File: src/rtl/quad_decoder_if.sv
// Encoder pins, load/clear controls and position outputs of quad_decoder.
// The decoder side uses the slave modport; whoever drives the pins and consumes the position uses master.
interface quad_decoder_if #(
    parameter int WIDTH = 16,
    parameter int ERRW  = 8
);
    logic             a;
    logic             b;
    logic             z;
    logic             load;
    logic [WIDTH-1:0] load_val;
    logic             clr_err;
    logic [WIDTH-1:0] cnt;
    logic             dir;
    logic             step;
    logic             err;
    logic [ERRW-1:0]  err_cnt;
    logic [WIDTH-1:0] idx_pos;
    logic             idx_valid;

    modport slave (
        input  a, b, z, load, load_val, clr_err,
        output cnt, dir, step, err, err_cnt, idx_pos, idx_valid
    );

    modport master (
        output a, b, z, load, load_val, clr_err,
        input  cnt, dir, step, err, err_cnt, idx_pos, idx_valid
    );
endinterface

File: src/rtl/quad_decoder.sv
// Synchronous quadrature decoder: synchronise and filter A/B/Z, then decode phase changes
// into a wrapping position counter with skip-error counting and index clear/capture.
module quad_decoder #(
    parameter int WIDTH      = 16,
    parameter int FILTER     = 3,
    parameter int INDEX_MODE = 1,
    parameter int ERRW       = 8
) (
    input logic           clk,
    input logic           rst_n,
    quad_decoder_if.slave bus
);
    localparam int             FCW    = (FILTER > 1) ? $clog2(FILTER) : 1;
    localparam logic [FCW-1:0] FC_MAX = FCW'(FILTER - 1);

    // Bit 0 = A, bit 1 = B, bit 2 = Z throughout.
    logic [2:0]          s1_q, s2_q, f_q, f_d, p_q;
    logic [2:0][FCW-1:0] fc_q, fc_d;

    logic [WIDTH-1:0] cnt_q, cnt_d;
    logic             dir_q, dir_d;
    logic             step_q, step_d;
    logic             err_q, err_d;
    logic [ERRW-1:0]  errc_q, errc_d;
    logic [WIDTH-1:0] idx_pos_q, idx_pos_d;
    logic             idx_valid_q, idx_valid_d;
    logic [1:0]       ld_q, ld_d;   // last delta: 00 = none, 01 = +1, 11 = -1

    logic             a_chg, b_chg, single, dbl, fwd, z_rise, dec_upd;
    logic [WIDTH-1:0] step_delta, ld_ext, dbl_delta, dec_val;

    always_comb begin
        for (int i = 0; i < 3; i++) begin
            f_d[i]  = f_q[i];
            fc_d[i] = '0;
            if (s2_q[i] != f_q[i]) begin
                if (fc_q[i] == FC_MAX) f_d[i] = s2_q[i];
                else                   fc_d[i] = fc_q[i] + FCW'(1);
            end
        end
    end

    always_comb begin
        a_chg      = f_q[0] ^ p_q[0];
        b_chg      = f_q[1] ^ p_q[1];
        single     = a_chg ^ b_chg;
        dbl        = a_chg & b_chg;
        fwd        = f_q[1] ^ p_q[0];
        z_rise     = f_q[2] & ~p_q[2];
        step_delta = fwd ? WIDTH'(1) : '1;
        ld_ext     = (ld_q == 2'b01) ? WIDTH'(1) : ((ld_q == 2'b11) ? '1 : '0);
        dbl_delta  = {ld_ext[WIDTH-2:0], 1'b0};

        cnt_d       = cnt_q;
        dir_d       = dir_q;
        step_d      = 1'b0;
        err_d       = err_q;
        errc_d      = errc_q;
        idx_pos_d   = idx_pos_q;
        idx_valid_d = 1'b0;
        ld_d        = ld_q;
        dec_upd     = 1'b0;
        dec_val     = cnt_q;

        if (single) begin
            dec_val = cnt_q + step_delta;
            dec_upd = 1'b1;
            ld_d    = fwd ? 2'b01 : 2'b11;
            dir_d   = fwd;
        end else if (dbl) begin
            // A skipped step is assumed to continue in the last known direction.
            if (ld_q != 2'b00) begin
                dec_val = cnt_q + dbl_delta;
                dec_upd = 1'b1;
            end
            err_d = 1'b1;
            if (errc_q != '1) errc_d = errc_q + ERRW'(1);
        end

        if (bus.clr_err) begin
            err_d  = 1'b0;
            errc_d = '0;
        end

        if (bus.load) begin
            cnt_d = bus.load_val;
        end else if (INDEX_MODE == 1 && z_rise) begin
            cnt_d = '0;
        end else if (dec_upd) begin
            cnt_d  = dec_val;
            step_d = 1'b1;
        end

        if (INDEX_MODE == 1 && z_rise) idx_valid_d = 1'b1;
        if (INDEX_MODE == 2 && z_rise) begin
            idx_pos_d   = cnt_d;
            idx_valid_d = 1'b1;
        end
    end

    always_ff @(posedge clk) begin
        if (!rst_n) begin
            s1_q        <= '0;
            s2_q        <= '0;
            f_q         <= '0;
            p_q         <= '0;
            fc_q        <= '0;
            cnt_q       <= '0;
            dir_q       <= 1'b0;
            step_q      <= 1'b0;
            err_q       <= 1'b0;
            errc_q      <= '0;
            idx_pos_q   <= '0;
            idx_valid_q <= 1'b0;
            ld_q        <= 2'b00;
        end else begin
            s1_q        <= {bus.z, bus.b, bus.a};
            s2_q        <= s1_q;
            f_q         <= f_d;
            p_q         <= f_q;
            fc_q        <= fc_d;
            cnt_q       <= cnt_d;
            dir_q       <= dir_d;
            step_q      <= step_d;
            err_q       <= err_d;
            errc_q      <= errc_d;
            idx_pos_q   <= idx_pos_d;
            idx_valid_q <= idx_valid_d;
            ld_q        <= ld_d;
        end
    end

    assign bus.cnt       = cnt_q;
    assign bus.dir       = dir_q;
    assign bus.step      = step_q;
    assign bus.err       = err_q;
    assign bus.err_cnt   = errc_q;
    assign bus.idx_pos   = idx_pos_q;
    assign bus.idx_valid = idx_valid_q;
endmodule

File: src/flat_wrapper.sv
// flat-port wrapper written by rule: the top's interface ports become plain ports
module quad_decoder_flat 
#(
    parameter int WIDTH      = 16,
    parameter int FILTER     = 3,
    parameter int INDEX_MODE = 1,
    parameter int ERRW       = 8
)
  (clk, rst_n, bus_a, bus_b, bus_z, bus_load, bus_load_val, bus_clr_err, bus_cnt, bus_dir, bus_step, bus_err, bus_err_cnt, bus_idx_pos, bus_idx_valid);
  quad_decoder_if #(.WIDTH(WIDTH), .ERRW(ERRW)) bus_i ();
  input logic clk;
  input logic rst_n;
  input wire logic [$bits(bus_i.a)-1:0] bus_a;
  input wire logic [$bits(bus_i.b)-1:0] bus_b;
  input wire logic [$bits(bus_i.z)-1:0] bus_z;
  input wire logic [$bits(bus_i.load)-1:0] bus_load;
  input wire logic [$bits(bus_i.load_val)-1:0] bus_load_val;
  input wire logic [$bits(bus_i.clr_err)-1:0] bus_clr_err;
  output wire logic [$bits(bus_i.cnt)-1:0] bus_cnt;
  output wire logic [$bits(bus_i.dir)-1:0] bus_dir;
  output wire logic [$bits(bus_i.step)-1:0] bus_step;
  output wire logic [$bits(bus_i.err)-1:0] bus_err;
  output wire logic [$bits(bus_i.err_cnt)-1:0] bus_err_cnt;
  output wire logic [$bits(bus_i.idx_pos)-1:0] bus_idx_pos;
  output wire logic [$bits(bus_i.idx_valid)-1:0] bus_idx_valid;
  assign bus_i.a = bus_a;
  assign bus_i.b = bus_b;
  assign bus_i.z = bus_z;
  assign bus_i.load = bus_load;
  assign bus_i.load_val = bus_load_val;
  assign bus_i.clr_err = bus_clr_err;
  assign bus_cnt = bus_i.cnt;
  assign bus_dir = bus_i.dir;
  assign bus_step = bus_i.step;
  assign bus_err = bus_i.err;
  assign bus_err_cnt = bus_i.err_cnt;
  assign bus_idx_pos = bus_i.idx_pos;
  assign bus_idx_valid = bus_i.idx_valid;
  quad_decoder #(.WIDTH(WIDTH), .FILTER(FILTER), .INDEX_MODE(INDEX_MODE), .ERRW(ERRW)) u_core (.clk(clk), .rst_n(rst_n), .bus(bus_i));
endmodule
File: config.mk
export PLATFORM = sky130hd
export DESIGN_NAME = quad_decoder_flat
export DESIGN_NICKNAME = d
export VERILOG_FILES = /design/src/rtl/quad_decoder_if.sv /design/src/rtl/quad_decoder.sv /design/src/flat_wrapper.sv
export SDC_FILE = /design/constraint.sdc
export NUM_CORES = 1
export LEC_CHECK = 0
export BUFFER_PORTS_ARGS = -buffer_cell sky130_fd_sc_hd__buf_2
export CAP_MARGIN = 40
export CELL_PAD_IN_SITES_DETAIL_PLACEMENT = 1
export CELL_PAD_IN_SITES_GLOBAL_PLACEMENT = 1
export CORE_MARGIN = 2
export CORE_UTILIZATION = 40
export DETAILED_ROUTE_END_ITERATION = 8
export GPL_TIMING_DRIVEN = 0
export PLACE_DENSITY_LB_ADDON = 0.1
export SLEW_MARGIN = 10
export SYNTH_ARGS = -nofsm -noshare
export SYNTH_HDL_FRONTEND = slang
export SYNTH_SLANG_ARGS = --single-unit
File: constraint.sdc
create_clock -name clk -period 2.8 [get_ports clk]
set_input_delay 0 -clock clk [delete_from_list [all_inputs] [get_ports clk]]
set_output_delay 0 -clock clk [all_outputs]
set_load 0.05 [all_outputs]
==> results.md, run 1 <==
Global route:
- After global routing the overflow that remains totals 0.
- The number of global-route vias before repair is 3056.
- The first-pass GRT wire length is 16400 um.
- The largest net degree at the start of global routing is 17.
- The initial antenna violation count was 0.
- The global-route usage over all layers is 0.247.

Timing:
- The final period utilization is 0.958.
- The clock period minus final worst setup slack is 2.68 ns.
- The final hold violation count is 0.
- Derived from the worst setup path, the maximum achievable clock frequency is 373 MHz.
- The number of setup violations in the final report is 0.
- On the final layout, the worst clock skew is 0.0112 ns.
- Setup repair after global routing left no endpoint under its margin.
- The final number of max-transition violations is 0.
- For the pin with the worst max-slew slack, the measured transition is 0.844 ns.
- The worst slew slack as a fraction of its limit is 0.436.
- The worst setup margin is 0.117 ns.

Logic synthesis:
- The combined area of all synthesized cells is 3070 um^2.
- Yosys attributes the largest share of cell area to sky130_fd_sc_hd__dfxtp_1 31%, sky130_fd_sc_hd__nor2_1 5.0%, sky130_fd_sc_hd__buf_4 3.9%, sky130_fd_sc_hd__ha_1 3.7%, sky130_fd_sc_hd__nand2_1 3.3%.
- The count of different cell masters after synthesis is 65.
- The synthesized netlist cell count is 385.
- The average cell area after synthesis is 7.96 um^2.
- The register bit count reported by yosys is 48.
- The most instantiated flip-flop cell in the synthesis netlist is sky130_fd_sc_hd__dfxtp_1.
- The number of flops mapped to enable cells by yosys is 0.
- The share of synthesized area in the top cell type comes to 0.313.
- For this run, the register share of the synthesized area comes to 0.313.
- The cell type with the largest total area after synthesis is sky130_fd_sc_hd__dfxtp_1.
- The share of synthesized flip-flops with an asynchronous set or reset is 0.
- Yosys printed 0 warnings.

Critical path:
- The biggest fanout along the worst timing path is 10.
- The worst setup path is launched from a flop.
- The startpoint of the most critical setup path is u_core.f_q[1]$_SDFFE_PN0P_.
- The worst setup path is captured at a flop.
- The capture point of the critical path is u_core.bus.cnt[14]$_SDFFE_PN0P_.
- The worst register-to-register path begins at u_core.f_q[1]$_SDFFE_PN0P_.
- The critical path start-end classification is flop to flop.
- The worst reg2reg path depth is 9.
- STA puts the critical path data arrival time at 2.89 ns.
- The required time of the critical path is 3.01 ns.
- In this run the critical register-to-register path is captured at u_core.bus.cnt[14]$_SDFFE_PN0P_.
- In this run the register-to-register setup slack is 0.12 ns.

Final layout:
- The relative area change from synthesis to final layout is 22.4%.
- The count of antenna diodes in the layout is 0.
- The count of fill cells added during filler insertion is 945.
- In the final layout, the share of cells above drive strength 1 is 0.212.
- The total number of nets in the final design is 494.
- The area taken by multi-input logic gates is 1920 um^2.
- The sequential standard cell area is 962 um^2.
- The post-route cell area is 3750 um^2.

Route:
- The number of remaining DRC errors is 0.
- The residual antenna-violating net count after detailed routing is 0.
- The number of design-rule violations left by the first detailed-router iteration is 153.
- The detailed router placed 3228 vias in this run.
- The via density per instance is 5.74.
- The first detailed-routing pass ran for 8 iterations.
- The routed wire length is 10200 um.
- After detailed routing, the average wire length per cell comes to 18.1 um.

Pwr:
- The power density over the cells is 464 nW/um^2.
- The largest vdd supply drop is 335 uV.
- Of the total power, the share spent switching nets is 0.315.
- The power share of the clock group is 0.359.
- The combinational share of power is 0.227.
- The analysis attributes to net switching a power of 0.549 mW.
- The proportion of power drawn by flip-flops and latches is 0.414.
- Internal power comes to 1.19 mW.
- The leakage power summed over all cells is 1.60 nW.

Hold path:
- The classification of the worst-slack hold path is primary input to flop.

Place:
- The total cell area at the placement stage is 3490 um^2.
- The setup slack at placement is -0.544 ns.
- During placement, the flow inserted port buffers numbering 49.
- The wire-length estimate of the detail-placed layout is 7440 um.
- The global placer's final weighted congestion is 0.946.

Clocking:
- Clock tree synthesis selected as its root buffer the cell sky130_fd_sc_hd__clkbuf_8.
- In this run, CTS created clock tree buffers numbering 5.
- The clock insertion delay at the later pin of the skew report is 0.31 ns.
- TritonCTS built the clock tree.
- The number of sinks handled by clock tree synthesis is 48.
- The H-tree depth reported by CTS is 2.
- The clock edge transition at the registers on the reported setup and hold paths is 0.11 ns.
- No sink is reached through more buffers than the 2 on the longest clock path.

Job:
- Max-cap violations in this run came to 0.

Floorplan:
- In this run the horizontal extent of the chip is 91.5 um.
- The floorplan die area is 8380 um^2.
- The floorplan has 31 rows.
- 67 I/O pins were placed.
- The area of the core region is 7330 um^2.
- The die is 91.5 um tall.
- For this configuration, the core starts out at a cell density of 0.418.

Run status:
- The run finished with clean final reports.
-- cells in the mapped netlist (3+ instances only) --
cell type                  instances
sky130_fd_sc_hd__dfxtp_1          48
sky130_fd_sc_hd__nor2_1           41
sky130_fd_sc_hd__nand2_1          27
sky130_fd_sc_hd__clkbuf_1         25
sky130_fd_sc_hd__buf_4            16
sky130_fd_sc_hd__a21oi_1          14
sky130_fd_sc_hd__o21ai_0          14
sky130_fd_sc_hd__or3_1            13
sky130_fd_sc_hd__nand3_1          11
sky130_fd_sc_hd__nand4_1          11
sky130_fd_sc_hd__xor2_1           11
sky130_fd_sc_hd__o22ai_1          10
sky130_fd_sc_hd__xnor2_1          10
sky130_fd_sc_hd__and2_1            9
sky130_fd_sc_hd__ha_1              9
sky130_fd_sc_hd__nor3_1            9
sky130_fd_sc_hd__inv_1             8
sky130_fd_sc_hd__mux2i_1           7
sky130_fd_sc_hd__and3_1            6
sky130_fd_sc_hd__nor4_1            6
sky130_fd_sc_hd__o211ai_1          6
sky130_fd_sc_hd__a211oi_1          5
sky130_fd_sc_hd__or4_1             5
sky130_fd_sc_hd__a22oi_1           4
sky130_fd_sc_hd__nand2b_1          4
sky130_fd_sc_hd__and4_1            3
sky130_fd_sc_hd__or2_2             3
-- kinds of logic after synthesis --
| family | after synthesis | synth area share |
|---|---|---|
| compound gates | 87 | 0.203 |
| xor+xnor | 21 | 0.0600 |
| fa+ha+maj | 9 | 0.0367 |
| buf+inv | 53 | 0.0869 |
| flops | 48 | 0.313 |
| mux | 9 | 0.0302 |
| other cells | 1 | 0.00122 |
| simple gates | 157 | 0.268 |
-- metrics by stage --
| step | cells | utilization | power (mW) | hold slack [ns] | setup TNS (ns) |
|---|---|---|---|---|---|
| 5_1_grt | 562 | 0.512 | 1.82 | 0.0227 | 0 |
| 2_1_floorplan | 400 | - | 1.02 | 0.127 | 0 |
| 4_1_cts | 562 | 0.510 | 1.75 | 0.0151 | 0 |
| 3_3_place_gp | 548 | 0.476 | 1.11 | 0.205 | -4.01 |
| 6_report | 562 | 0.512 | 1.74 | 0.0127 | 0 |
| 3_5_place_dp | 548 | 0.476 | 1.11 | 0.211 | -4.45 |
-- worst min path at each step --
stage	start	endpoint	slack [ns]	cells after the start
2_1_floorplan	bus_a	u_core.s1_q[0]$_SDFF_PN0_	0.13	1
3_3_place_gp	bus_b	u_core.s1_q[1]$_SDFF_PN0_	0.21	2
3_5_place_dp	bus_a	u_core.s1_q[0]$_SDFF_PN0_	0.21	2
4_1_cts	bus_load_val[14]	u_core.bus.cnt[14]$_SDFFE_PN0P_	0.02	4
5_1_grt	bus_load_val[14]	u_core.bus.cnt[14]$_SDFFE_PN0P_	0.02	4
6_report	bus_load_val[14]	u_core.bus.cnt[14]$_SDFFE_PN0P_	0.01	4
-- area by class of cell --
class | instances | area share
flip-flops and latches | 48 | 0.256
multi-input cells | 299 | 0.513
plain buffers | 41 | 0.0637
repair buffers | 57 | 0.0860
clock inverters | 3 | 0.0183
well taps | 99 | 0.0330
clock buffers | 5 | 0.0183
inverters | 10 | 0.0113
-- placed cells by master (no fill, tap or decap), types with 3 or more instances in the layout --
master,synthesis,layout
sky130_fd_sc_hd__buf_4,16,17
sky130_fd_sc_hd__a21oi_1,14,14
sky130_fd_sc_hd__xor2_1,11,10
sky130_fd_sc_hd__inv_1,8,8
sky130_fd_sc_hd__nand2b_1,4,4
sky130_fd_sc_hd__and3_1,6,6
sky130_fd_sc_hd__a22oi_1,4,4
sky130_fd_sc_hd__mux2i_1,7,7
sky130_fd_sc_hd__or4_1,5,5
sky130_fd_sc_hd__dlygate4sd3_1,0,7
sky130_fd_sc_hd__nand3_1,11,11
sky130_fd_sc_hd__conb_1,1,16
sky130_fd_sc_hd__o21ai_0,14,14
sky130_fd_sc_hd__buf_2,0,49
sky130_fd_sc_hd__clkbuf_8,0,6
sky130_fd_sc_hd__xnor2_1,10,10
sky130_fd_sc_hd__ha_1,9,8
sky130_fd_sc_hd__clkbuf_1,25,18
sky130_fd_sc_hd__nand2_1,27,27
sky130_fd_sc_hd__clkbuf_2,0,3
sky130_fd_sc_hd__a211oi_1,5,4
sky130_fd_sc_hd__o211ai_1,6,6
sky130_fd_sc_hd__or2_2,3,3
sky130_fd_sc_hd__nor4_1,6,6
sky130_fd_sc_hd__and2_1,9,9
sky130_fd_sc_hd__nand4_1,11,11
sky130_fd_sc_hd__dfxtp_1,48,47
sky130_fd_sc_hd__nor2_1,41,41
sky130_fd_sc_hd__nor3_1,9,9
sky130_fd_sc_hd__or3_1,13,13
sky130_fd_sc_hd__and4_1,3,3
sky130_fd_sc_hd__o22ai_1,10,10
-- worst max-delay path, stage by stage (launching register included) --
cell                       delay, ns
sky130_fd_sc_hd__dfxtp_2        0.41
sky130_fd_sc_hd__xor2_2         0.19
sky130_fd_sc_hd__clkbuf_4       0.24
sky130_fd_sc_hd__xnor2_1        0.08
sky130_fd_sc_hd__ha_1           0.23
sky130_fd_sc_hd__or4_1          0.63
sky130_fd_sc_hd__o22ai_1        0.26
sky130_fd_sc_hd__xnor2_1        0.15
sky130_fd_sc_hd__nor2_1         0.06
sky130_fd_sc_hd__o311a_1        0.32
-- registers in the layout, summed over array words and instances, names as in the netlist, 2 cells and up --
name / count
u_core.bus.cnt: 16
u_core.bus.err_cnt: 8
u_core.fc_q: 6
u_core.f_q: 3
u_core.p_q: 3
u_core.s1_q: 3
u_core.s2_q: 3
u_core.ld_q: 2
-- routing by layer --
layer / global-route usage / wire [um]
met5: 0 / 0
met4: 0.0556 / 114
met3: 0.0324 / 714
met2: 0.384 / 4640
met1: 0.361 / 4690
-- power groups by stage --
stage	Combinational [mW]	Sequential [mW]	Clock, mW
floorplan	0.232	0.783	0
global placement	0.371	0.736	0
detailed placement	0.375	0.737	0
CTS	0.389	0.721	0.642
global route	0.425	0.725	0.666
finish	0.395	0.721	0.626
-- what timing repair did --
| action | CTS | global route |
|---|---|---|
| setup endpoints to repair | 13 | 12 |
| resized for setup | 12 | 6 |
| pin swaps | 0 | 1 |
| hold buffers | 7 | 0 |
| hold endpoints to repair | 7 | 0 |
| buffers inserted | 0 | 1 |
No activity file was read; power rests on OpenSTA's default activity.
==> run 2, diff against run 1 <==
Settings changed: CTS_CLUSTER_SIZE set to 28, HOLD_SLACK_MARGIN set to 0.03.
==> results.md, run 2 (synthesized netlist as in run 1, its figures left out) <==
Place:
- The global placer's final weighted congestion is 0.946.
- Including well taps, the total number of placed cells is 548.
- In this run the tool buffered the top-level ports with 49 buffer cells.
- The detailed placer's ending HPWL is 7440 um.
- Once placement finished, the instance area stood at 3490 um^2.

Floorplan:
- The horizontal extent of the die is 91.5 um.
- The number of rows created at floorplan is 31.
- The vertical die dimension is 91.5 um.
- The area of the core region is 7330 um^2.
- The number of placed I/O pins is 67.
- The starting density of the core is 0.418.
- The die covers 8380 um^2.

Route:
- The number of optimization iterations in the first detailed-route pass is 6.
- The number of design-rule violations left by the first detailed-router iteration is 249.
- Dividing the detail-routed wire length by the instance count gives 18.2 um.
- Summed over all layers, the routed wires come to 10200 um.
- The final route contains 3243 vias.
- In the routed design, unresolved DRC markers number 0.
- The via density per instance is 5.76.
- The detail route stage leaves a number of antenna-violating nets equal to 0.

Final layout:
- From synthesis to final layout, the design area changed by 22.7%.
- The proportion of layout cells with a drive suffix above 1 is 0.211.
- In the final design database the tool counted 495 nets.
- In the layout the commonest cells are 49 x sky130_fd_sc_hd__buf_2, 47 x sky130_fd_sc_hd__dfxtp_1, 41 x sky130_fd_sc_hd__nor2_1.
- Summing all multi-input logic gate instances after layout gives 1920 um^2.
- The finished cells cover 3760 um^2.
- Summing all flip-flop and latch instances after layout gives 962 um^2.
- The non-filler instance count after layout is 563.
- The count of antenna diodes in the layout is 0.
- The leading cell type in the layout, fill and taps excluded is sky130_fd_sc_hd__buf_2.
- Once layout is complete, the utilization of the core stands at 0.513.
- The flip-flop count of the largest register after layout is 16.
- Counting the fill cells in the layout gives 946.

Critical path:
- Data arrives at the worst endpoint at 2.89 ns.
- The critical path startpoint category is a flop.
- The required time of the critical path is 3.02 ns.
- The critical path is of the flop to flop type.
- The type of destination of the critical path is a flop.
- The biggest fanout along the worst timing path is 10.

Timing:
- For this run, the top clock speed supported by timing is 375 MHz.
- Across the routed clock network, the largest skew measured is 0.0149 ns.
- The setup TNS is 0 ns.
- The final number of max-transition violations is 0.
- Setup violations remaining at the end of the flow were counted as 0.
- The final hold violation count came to 0.
- Setup repair after global routing left no endpoint under its margin.
- For the finished layout, the period the worst path requires is 2.67 ns.
- The final period utilization is 0.953.
- The worst-margin pin slew is 0.946 ns.
- The worst hold margin is 0.0438 ns.
- The worst pin sits at a relative slew slack of 0.367.

Clocking:
- The H-tree was split into 2 levels.
- After clock tree synthesis, the clock-pin slew on the worst setup and hold paths is 0.11 ns.
- The number of sinks handled by clock tree synthesis is 48.
- The number of clock buffers inserted by TritonCTS is 5.
- For the worst-skew pair, the clock arrives at the later sink with an insertion delay of 0.32 ns.
- The maximum buffer depth of the clock tree is 2.
- The TritonCTS clock tree is built.
- The tree is rooted in a sky130_fd_sc_hd__clkbuf_8.

Hold path:
- The tightest min-delay check is of the primary input to flop type.

Pwr:
- The leakage power summed over all cells is 1.60 nW.
- The largest vdd supply drop is 344 uV.
- The power density over the cells is 466 nW/um^2.

Global route:
- The number of global-route vias before repair is 3066.
- The final global-route overflow total is 0.
- For this run, the total global-route usage over all layers was measured as 0.248.
- The first-pass GRT wire length is 16400 um.
- Entering global routing, the biggest net connects 17 pins.
- The initial antenna violation count is 0.

Job:
- The max-capacitance violation count is 0.

Run status:
- The flow ran to the end, and the final reports show no timing, DRC or antenna violations.
==> run 2: worst paths after layout <==
check / start / endpoint / slack, ns / cells after the start
hold / removal: bus_load_val[9] / u_core.bus.cnt[9]$_SDFFE_PN0P_ / 0.04 / 3
setup reg to reg: u_core.f_q[1]$_SDFFE_PN0P_ / u_core.bus.cnt[14]$_SDFFE_PN0P_ / 0.13 / 9
setup / recovery: u_core.f_q[1]$_SDFFE_PN0P_ / u_core.bus.cnt[14]$_SDFFE_PN0P_ / 0.13 / 9
hold reg to reg: u_core.fc_q[0]$_SDFF_PP0_ / u_core.fc_q[0]$_SDFF_PP0_ / 0.41 / 1
==> run 2: what timing repair did <==
item / 4_1_cts / 5_1_grt
gates resized for setup: 12 / 6
hold buffers: 8 / 0
setup buffers: 0 / 1
pin swaps: 0 / 1
endpoints found under the setup margin: 13 / 12
hold endpoints to repair: 8 / 0
==> run 2: critical path, stage by stage (launching register included) <==
cell	delay (ns)
sky130_fd_sc_hd__dfxtp_2	0.41
sky130_fd_sc_hd__xor2_2	0.19
sky130_fd_sc_hd__clkbuf_4	0.24
sky130_fd_sc_hd__xnor2_1	0.08
sky130_fd_sc_hd__ha_1	0.23
sky130_fd_sc_hd__or4_1	0.63
sky130_fd_sc_hd__o22ai_1	0.27
sky130_fd_sc_hd__xnor2_1	0.15
sky130_fd_sc_hd__nor2_1	0.06
sky130_fd_sc_hd__o311a_1	0.32
==> run 2: power breakdown <==
group	internal, mW	switching (mW)	leakage, nW	total [mW]
clock network	0.360	0.272	0.0687	0.632
logic	0.131	0.267	1.14	0.398
registers	0.703	0.0185	0.391	0.721
==> run 2: through the flow <==
stage / setup slack (ns) / power (mW)
after floorplan: 0.183 / 1.02
after CTS: 0.00795 / 1.75
after global placement: -0.504 / 1.11
after detailed placement: -0.544 / 1.11
final: 0.130 / 1.75
after global routing: 0.00266 / 1.82
==> run 2: cell type report <==
type | count | share of cell area
flip-flops and latches | 48 | 0.256
clock buffers | 5 | 0.0183
multi-input cells | 299 | 0.511
repair buffers | 58 | 0.0885
clock inverters | 3 | 0.0183
plain buffers | 41 | 0.0635
inverters | 10 | 0.0113
well taps | 99 | 0.0329
==> run 2: layer usage <==
| layer | track usage | vias to the layer above | part of all wire |
|---|---|---|---|
| met1 | 0.361 | 1575 | 0.47 |
| met3 | 0.0324 | 14 | 0.071 |
| met4 | 0.0556 | 0 | 0.014 |
| met2 | 0.387 | 128 | 0.45 |
| li1 | - | 1526 | - |
| met5 | 0 | - | 0 |
==> run 3, diff against run 2 <==
Settings changed: CORE_ASPECT_RATIO set to 0.7.
==> results.md, run 3 (synthesized netlist as in run 1, its figures left out) <==
Route:
- After the first detailed-routing iteration, the DRC count stood at 302.
- The via density per instance is 5.78.
- The via count is 3261.
- The average routed wire per standard cell is 19.1 um.
- The number of optimization iterations in the first detailed-route pass is 5.
- In the routed design, unresolved DRC markers number 0.
- The residual antenna-violating net count after detailed routing is 0.
- The routed wire length is 10800 um.

Critical path:
- The data arrival time at the worst-slack endpoint is 2.88 ns.
- STA classifies the critical path startpoint as a flop.
- The biggest fanout along the worst timing path is 9.
- The type of destination of the critical path is a flop.
- The critical path start-end classification is flop to flop.
- The required time of the critical path is 3.06 ns.

Place:
- Routability-driven placement finished with a final weighted congestion of 0.911.
- The detailed placer's ending HPWL is 7870 um.
- The placed instance count is 547.
- The setup slack at placement is -0.670 ns.
- Port buffering added 49 buffers.
- The total cell area at the placement stage is 3490 um^2.

Clocking:
- The TritonCTS clock tree is built.
- The number of sinks handled by clock tree synthesis is 48.
- In this run the clock root is driven by a sky130_fd_sc_hd__clkbuf_8.
- Counting the buffers created by CTS gives 5.
- The clock edge transition at the registers on the reported setup and hold paths is 0.10 ns.
- The H-tree generated during clock tree synthesis spans 2 levels.
- The maximum buffer depth of the clock tree is 2.
- The clock reaches the later pin of the worst-skew pair after 0.32 ns.

Pwr:
- The power density over the cells is 426 nW/um^2.
- The analysis attributes to cell leakage a power of 1.60 nW.
- The completed layout was analyzed and its total power is 1.60 mW.
- VDD sags by at most 247 uV.

Floorplan:
- The die is 77.2 um tall.
- The floorplan step defined a die boundary enclosing 8390 um^2.
- After floorplanning, the core was sized to cover 7350 um^2.
- The number of rows created at floorplan is 26.
- The number of placed I/O pins is 67.
- The starting density of the core is 0.417.
- The horizontal extent of the die is 109 um.

Global route:
- The largest net degree at the start of global routing is 16.
- The first-pass GRT wire length is 17100 um.
- For this run the aggregate overflow at the end of global routing stands at 0.
- The initial antenna violation count is 0.
- The global-route usage over all layers is 0.264.
- The number of global-route vias before repair was 3182.

Final layout:
- The finished cells cover 3750 um^2.
- Of the cells placed in the final design, the portion with a size suffix greater than 1 is 0.217.
- The number of antenna diodes in the final layout is 0.
- In the layout the commonest cells are 49 x sky130_fd_sc_hd__buf_2, 47 x sky130_fd_sc_hd__dfxtp_1, 41 x sky130_fd_sc_hd__nor2_1.
- The flip-flop count of the largest register after layout is 16.
- The relative area change from synthesis to final layout is 22.2%.
- For this run, the post-layout net count is 497.
- The leading cell type in the layout, fill and taps excluded is sky130_fd_sc_hd__buf_2.
- The non-filler instance count after layout is 564.

Timing:
- On the final layout, the worst clock skew is 0.0134 ns.
- The clock period minus final worst setup slack is 2.62 ns.
- The number of setup violations in the final report is 0.
- The worst slew slack as a fraction of its limit is 0.361.
- The worst path meets setup with 0.179 ns of slack.
- Setup repair after global routing left no endpoint under its margin.
- The final number of max-transition violations is 0.
- The highest clock rate is 382 MHz.
- The worst-margin pin slew is 0.955 ns.
- The final period utilization is 0.936.
- The final hold violation count is 0.

Job:
- The max-capacitance violation count is 0.

Hold path:
- The classification of the worst-slack hold path is primary input to flop.

Run status:
- The flow ran to the end, and the final reports show no timing, DRC or antenna violations.
-- run 3: changes by cell type in the layout (fill, tap and decap cells not counted), sizes merged --
cell / delta
clkbuf: +1
buf: +1
clkinv: +1
dlygate4sd3: +1
bufinv: -2
-- run 3: power by group --
part / switching (mW) / internal [mW] / total [mW]
combinational: 0.272 / 0.136 / 0.409
clock: 0.263 / 0.203 / 0.465
sequential: 0.0206 / 0.702 / 0.723
-- run 3: cell type report --
type                            count  area, um^2
Buffer                             41         239
Clock buffer                        6        82.6
Clock inverter                      2        13.8
Fill cell                         947        3600
Inverter                           10        42.5
Multi-Input combinational cell    299        1930
Sequential cell                    48         962
Tap cell                           98         123
Timing Repair Buffer               60         350
-- run 3: stage by stage --
step | util | hold WS [ns] | setup TNS [ns]
after floorplan | - | 0.127 | 0
after global placement | 0.475 | 0.206 | -4.47
after detailed placement | 0.475 | 0.211 | -5.51
after CTS | 0.507 | 0.0313 | 0
after global routing | 0.510 | 0.0637 | 0
final | 0.510 | 0.0253 | 0
-- run 3: repair_timing --
action	in CTS	in global routing
pin swaps	1	1
buffers inserted	2	0
hold buffers	9	0
cloned	0	0
hold endpoints to repair	9	0
resized for setup	11	10
endpoints found under the setup margin	13	11
-- run 3: path summary, 6_finish.rpt --
path / start / to / slack, ns / cells after the start
worst min register to register: u_core.fc_q[0]$_SDFF_PP0_ / u_core.fc_q[0]$_SDFF_PP0_ / 0.42 / 1
worst min-delay path: bus_load_val[1] / u_core.bus.cnt[1]$_SDFFE_PN0P_ / 0.03 / 3
worst max-delay path: u_core.ld_q[0]$_SDFFE_PN0N_ / u_core.bus.cnt[15]$_SDFFE_PN0P_ / 0.18 / 8
worst max register to register: u_core.ld_q[0]$_SDFFE_PN0N_ / u_core.bus.cnt[15]$_SDFFE_PN0P_ / 0.18 / 8
-- run 3: layer usage --
| metal | vias up | global-route usage | wire length [um] |
|---|---|---|---|
| li1 | 1527 | - | - |
| met3 | 9 | 0.0417 | 743 |
| met1 | 1588 | 0.387 | 5100 |
| met5 | - | 0 | 0 |
| met2 | 137 | 0.408 | 4830 |
| met4 | 0 | 0.0487 | 94 |
-- run 3: worst max-delay path, cell delays in order, from the launching register on --
cell and delay (ns):
sky130_fd_sc_hd__dfxtp_1 0.52, sky130_fd_sc_hd__nand2_1 0.22, sky130_fd_sc_hd__xnor2_1 0.17, sky130_fd_sc_hd__ha_1 0.25, sky130_fd_sc_hd__or4_1 0.56, sky130_fd_sc_hd__o32ai_1 0.21
sky130_fd_sc_hd__mux2i_1 0.14, sky130_fd_sc_hd__or4_1 0.41, sky130_fd_sc_hd__nand3_1 0.09
